==> config.mk <==
export PLATFORM = sky130hd
export DESIGN_NAME = button_debounce
export DESIGN_NICKNAME = d
export VERILOG_FILES = /design/src/rtl/button_debounce_pkg.sv /design/src/rtl/sync_2ff.sv /design/src/rtl/button_debounce.sv
export SDC_FILE = /design/constraint.sdc
export NUM_CORES = 1
export LEC_CHECK = 0
export ABC_AREA = 1
export BUFFER_PORTS_ARGS = -buffer_cell sky130_fd_sc_hd__buf_2
export CORE_ASPECT_RATIO = 0.7
export CORE_MARGIN = 2
export CORE_UTILIZATION = 60
export DETAILED_ROUTE_END_ITERATION = 12
export GPL_TIMING_DRIVEN = 1
export MAX_ROUTING_LAYER = met4
export PLACE_DENSITY = 0.78
export REMOVE_ABC_BUFFERS = 1
export SKIP_CTS_REPAIR_TIMING = 1
export SLEW_MARGIN = 30
export SYNTH_ARGS = -nofsm -noshare
export SYNTH_HDL_FRONTEND = slang
export SYNTH_SLANG_ARGS = --single-unit
==> constraint.sdc <==
create_clock -name CLOCK_50 -period 3.14 [get_ports CLOCK_50]
set_clock_uncertainty 0.05 [all_clocks]
set_input_delay 0.628 -clock CLOCK_50 [delete_from_list [all_inputs] [get_ports CLOCK_50]]
set_output_delay 0.628 -clock CLOCK_50 [all_outputs]
set_load 0.01 [all_outputs]
==> src/rtl/button_debounce_pkg.sv <==
// Shared constants and FSM encoding for the pushbutton debouncer.
package button_debounce_pkg;

  // Reference clock frequency of CLOCK_50.
  localparam int unsigned CLK_FREQ_HZ = 50000000;

  // 20 ms debounce window at 50 MHz.
  localparam int unsigned DEFAULT_DB_CYCLES = 1000000;

  // 1 s long-press threshold at 50 MHz.
  localparam int unsigned DEFAULT_LONG_CYCLES = 50000000;

  typedef enum logic [1:0] {
    StIdle        = 2'd0,
    StPressWait   = 2'd1,
    StPressed     = 2'd2,
    StReleaseWait = 2'd3
  } db_state_t;

endpackage

==> src/rtl/sync_2ff.sv <==
// Two-flop synchronizer for a single asynchronous bit, reset to RST_VAL.
module sync_2ff #(
  parameter logic RST_VAL = 1'b0
) (
  input  logic clk,
  input  logic reset,
  input  logic d,
  output logic q
);

  logic meta_q;

  // Metastability filter: d -> meta_q -> q.
  always_ff @(posedge clk) begin
    if (reset) begin
      meta_q <= RST_VAL;
      q      <= RST_VAL;
    end else begin
      meta_q <= d;
      q      <= meta_q;
    end
  end

endmodule

==> src/rtl/button_debounce.sv <==
// Pushbutton debouncer: synchronizes the raw pin, accepts a level change only after
// DB_CYCLES stable samples, and emits one-cycle press/release pulses.
// Optional long-press detection is enabled by defining BUTTON_DEBOUNCE_LONG_EN.
module button_debounce
  import button_debounce_pkg::*;
#(
  parameter int unsigned DB_CYCLES   = DEFAULT_DB_CYCLES,
  parameter int unsigned LONG_CYCLES = DEFAULT_LONG_CYCLES,
  parameter int unsigned ACTIVE_LOW  = 1
) (
  input  logic CLOCK_50,
  input  logic reset,
  input  logic btn_raw,
  output logic btn_level,
  output logic btn_press,
  output logic btn_release,
  output logic btn_long
);

  localparam int unsigned DbW = $clog2(DB_CYCLES + 1);
  localparam logic [DbW-1:0] DbLast = DbW'(DB_CYCLES - 1);

  // Not-pressed level of the raw pin, so reset never looks like a press.
  localparam logic IdleLevel = (ACTIVE_LOW != 0);

  logic           btn_sync;
  logic           pressed_s;
  db_state_t      state_q;
  logic [DbW-1:0] db_cnt_q;
  logic           press_set;
  logic           release_set;

  sync_2ff #(
    .RST_VAL (IdleLevel)
  ) u_sync (
    .clk   (CLOCK_50),
    .reset (reset),
    .d     (btn_raw),
    .q     (btn_sync)
  );

  assign pressed_s = (ACTIVE_LOW != 0) ? ~btn_sync : btn_sync;

  // Decode the cycles on which a press or release is accepted.
  always_comb begin
    press_set   = 1'b0;
    release_set = 1'b0;
    if (db_cnt_q == DbLast) begin
      press_set   = (state_q == StPressWait) && pressed_s;
      release_set = (state_q == StReleaseWait) && !pressed_s;
    end
  end

  // Debounce FSM with registered level and pulse outputs.
  always_ff @(posedge CLOCK_50) begin
    if (reset) begin
      state_q     <= StIdle;
      db_cnt_q    <= '0;
      btn_level   <= 1'b0;
      btn_press   <= 1'b0;
      btn_release <= 1'b0;
    end else begin
      btn_press   <= 1'b0;
      btn_release <= 1'b0;
      case (state_q)
        StIdle: begin
          if (pressed_s) begin
            state_q  <= StPressWait;
            db_cnt_q <= '0;
          end
        end
        StPressWait: begin
          if (!pressed_s) begin
            state_q <= StIdle;
          end else if (press_set) begin
            state_q   <= StPressed;
            btn_level <= 1'b1;
            btn_press <= 1'b1;
          end else begin
            db_cnt_q <= db_cnt_q + DbW'(1);
          end
        end
        StPressed: begin
          if (!pressed_s) begin
            state_q  <= StReleaseWait;
            db_cnt_q <= '0;
          end
        end
        StReleaseWait: begin
          if (pressed_s) begin
            // Release glitch: level stays high and no new press is reported.
            state_q <= StPressed;
          end else if (release_set) begin
            state_q     <= StIdle;
            btn_level   <= 1'b0;
            btn_release <= 1'b1;
          end else begin
            db_cnt_q <= db_cnt_q + DbW'(1);
          end
        end
        default: begin
          state_q <= StIdle;
        end
      endcase
    end
  end

`ifdef BUTTON_DEBOUNCE_LONG_EN
  localparam int unsigned LongW = $clog2(LONG_CYCLES + 1);
  localparam logic [LongW-1:0] LongLast = LongW'(LONG_CYCLES - 1);

  logic [LongW-1:0] long_cnt_q;
  logic             long_q;

  // Long-press timer: restarts with each accepted press, saturates at LongLast.
  always_ff @(posedge CLOCK_50) begin
    if (reset) begin
      long_cnt_q <= '0;
      long_q     <= 1'b0;
    end else begin
      long_q <= 1'b0;
      if (press_set) begin
        long_cnt_q <= '0;
      end else if (btn_level && (long_cnt_q != LongLast)) begin
        long_cnt_q <= long_cnt_q + LongW'(1);
        if ((long_cnt_q + LongW'(1)) == LongLast) begin
          long_q <= 1'b1;
        end
      end
    end
  end

  assign btn_long = long_q;
`else
  assign btn_long = 1'b0;
`endif

endmodule

==> results.sh <==
export IMPL_run_status="complete, no violations"
export IMPL_ys_top_cells_by_area="dfxtp_1 33%, nand2_1 18%, nor2_1 13%, inv_1 7.7%, nand3_1 5.4%"
export IMPL_globalRoute_totalOverflow=0
export IMPL_fp_dieArea_um2=3210
export IMPL_clock_tree_buffer_depth=2
export IMPL_arrival_ps=2290
export IMPL_tritoncts="done"
export IMPL_post_route_period_util_pct=67.6
export IMPL_timing_setup_critical_path_class="reg2reg"
export IMPL_clk_latency_ps=280
export IMPL_cap_violations=0
export IMPL_slew_viol_final=0
export IMPL_viasPerCell=5.15
export IMPL_boundaryPins=7
export IMPL_cts_clk_slew_worst_paths_ps=100
export IMPL_launch_point_of_the_critical_path="db_cnt_q[0]$_SDFFE_PP0P_"
export IMPL_cts_root_buffer="clkbuf_8"
export IMPL_worstPathCellList="ha_1, nand2_1, nor2_4, nand3_2, nor2_4, a21oi_2, nand2_1, a21oi_2"
export IMPL_cp_endpoint_kind="flip-flop"
export IMPL_endpoint="db_cnt_q[8]$_SDFFE_PP0P_"
export IMPL_tns_ps=0
export IMPL_path_depth=8
export IMPL_floorplan_die_width_um=66.9
export IMPL_grt_first_pass_wirelength_um=6000
export IMPL_timing_critical_path_slowest_cell_delay_ps=720
export IMPL_max_clock_freq_ghz=0.471
export IMPL_report_final_setup_viol=0
export IMPL_vias=1567
export IMPL_average_detailed_routed_wire_length_per_instance_um=11.8
export IMPL_num_nets_final=275
export IMPL_post_place_setup_slack_ps=1060
export IMPL_synthDistinctLibCells=29
export IMPL_start_kind="flip-flop"
export IMPL_finalPower_uw=580
export IMPL_grt_antenna_before_repair=0
export IMPL_synth_avg_cell_area_um2=6.19
export IMPL_placeable_area_um2=2530
export IMPL_worst_path_dominant_cell_family="compound AO/OA/AOI/OAI gates"
export IMPL_fillCellCount=254
export IMPL_number_of_placed_instances_taps_included=300
export IMPL_cts_sinks=27
export IMPL_netlist_top_cell_by_area="dfxtp_1"
export IMPL_syn_to_final_growth_pct=3.47
export IMPL_rsz_0062_raised_after_global_routing="false"
export IMPL_r2r_setup_slack_ps=1020
export IMPL_floorplan_die_height_um=48.0
export IMPL_ys_warnings_count=0
export IMPL_route_final_wire_length_um=3580
export IMPL_grt_total_usage_pct=26.2
export IMPL_layout_cells_most_common="nand2_1"
export IMPL_dr_first_iter_drc_count=197
export IMPL_dp_hpwl_um=2680
export IMPL_worst_slack_ps=1020
export IMPL_port_buffer_count=5
export IMPL_ff_latch_area_um2=541
export IMPL_cpMaxStageDelayCell="a21oi_2"
export IMPL_ant_nets=0
export IMPL_synth_seq_cells=27
export IMPL_multiInputGateArea_um2=931
export IMPL_worst_hold_path_type="reg2reg"
export IMPL_crit_reg2reg_capture="db_cnt_q[8]$_SDFFE_PP0P_"
export IMPL_critical_path_max_fanout=21
export IMPL_report_final_hold_viol_count=0
export IMPL_critical_path_buf_inv_count=0
export IMPL_worst_r2r_path_depth=8
export IMPL_max_vdd_ir_drop_v=0.000357
export IMPL_initial_core_util_pct=65.5
export IMPL_drt_first_pass_iters=4
export IMPL_slew_headroom_pct=39.1
export IMPL_yosysTopAreaCellShare_pct=32.6
export IMPL_cts_htree_levels=1
export IMPL_power_density_nw_per_um2=338
export IMPL_worst_hold_path_num_cells=1
export IMPL_first_global_vias=1264
export IMPL_layout_cells_non_filler=304
export IMPL_pin_count_of_the_biggest_net_entering_global_routing=22
export IMPL_syn_instance_count=268
export IMPL_synth_sequential_area_ratio_pct=32.6
export IMPL_core_rowCount=15
export IMPL_antenna_cells=0
export IMPL_required_ps=3310
export IMPL_mostFrequentLayoutCells="79 x nand2_1, 59 x nor2_1, 34 x inv_1"
export IMPL_globalplace_congestion=0.905
export IMPL_drc=0
export IMPL_synth_cell_area_um2=1660
export IMPL_cts_buffers_inserted=3
export IMPL_r2r_start="db_cnt_q[0]$_SDFFE_PP0P_"
export IMPL_drive_gt1_share_pct=11.9
export IMPL_final_period_minus_worst_setup_slack_ps=2120
export IMPL_worst_pin_slew_ps=914
export IMPL_static_leakage_power_uw=0.000603
-- cell families (layout without fill, tap and decap cells) --
family,after synthesis,in the layout,share of synthesized area (%)
AO/OA/AOI/OAI,21,21,8.67
XOR/XNOR,2,2,1.06
adder cells (fa/ha/maj),1,1,0.754
buffers and inverters,42,44,11.3
flip-flops,27,27,32.6
other,1,1,0.226
AND/OR/NAND/NOR,174,174,45.4
-- worst register-to-register path, stage by stage (launching register included) --
cell     delay [ps]
dfxtp_1         360
ha_1            250
nand2_1         130
nor2_4           70
nand3_2          90
nor2_4           50
a21oi_2         720
nand2_1         190
a21oi_2         160
-- cell type report --
| type | count | area share (%) |
|---|---|---|
| well taps | 34 | 2.48 |
| repair buffers | 5 | 1.46 |
| multi-input cells | 199 | 54.2 |
| clock buffers | 3 | 2.41 |
| inverters | 35 | 7.65 |
| flip-flops and latches | 27 | 31.5 |
| clock inverters | 1 | 0.292 |
-- per-stage QoR --
step                hold WS (ps)  area [µm²]  utilization [%]
finish                       372        1720             67.8
global route                 397        1720             67.8
CTS                          373        1720             67.8
detailed placement           348        1670             65.9
global placement             345        1670             65.9
floorplan                    339        1600                -
-- power by group --
part	switching (µW)	internal (µW)	leakage, µW
clock	117	89.2	0.0000255
sequential	2.50	344	0.000218
combinational	20.5	6.11	0.000359
total	140	440	0.000603
-- worst min path at each step --
stage                                         from                   to  slack (ps)
after floorplan           u_sync.meta_q$_SDFF_PP1_  u_sync.q$_SDFF_PP1_         340
after global placement    u_sync.meta_q$_SDFF_PP1_  u_sync.q$_SDFF_PP1_         340
after detailed placement  u_sync.meta_q$_SDFF_PP1_  u_sync.q$_SDFF_PP1_         350
after CTS                 u_sync.meta_q$_SDFF_PP1_  u_sync.q$_SDFF_PP1_         370
after global routing      u_sync.meta_q$_SDFF_PP1_  u_sync.q$_SDFF_PP1_         400
final                     u_sync.meta_q$_SDFF_PP1_  u_sync.q$_SDFF_PP1_         370
-- Yosys cell counts (all sizes together) --
cell / instances
a21oi: 12
and2: 1
buf: 5
clkbuf: 2
conb: 1
dfxtp: 27
ha: 1
inv: 35
nand2: 83
nand3: 19
nand4: 1
nor2: 64
nor3: 3
nor3b: 1
o211ai: 1
o21ai: 7
o21bai: 1
or2: 2
xor2: 2
-- registers in the layout, summed over array words and instances (netlist names), named ones only --
signal / count
state_q: 1
u_sync.q: 1
btn_press: 1
btn_level: 1
btn_release: 1
u_sync.meta_q: 1
db_cnt_q: 20
-- metal layers --
layer	vias up	track usage, %	part of all wire, %
met2	46	37.6	39
met4	0	3.67	0.47
met3	4	5.65	6.9
li1	825	-	-
met5	-	-	0
met1	692	38.3	54
No activity file was read; power rests on OpenSTA's default activity.
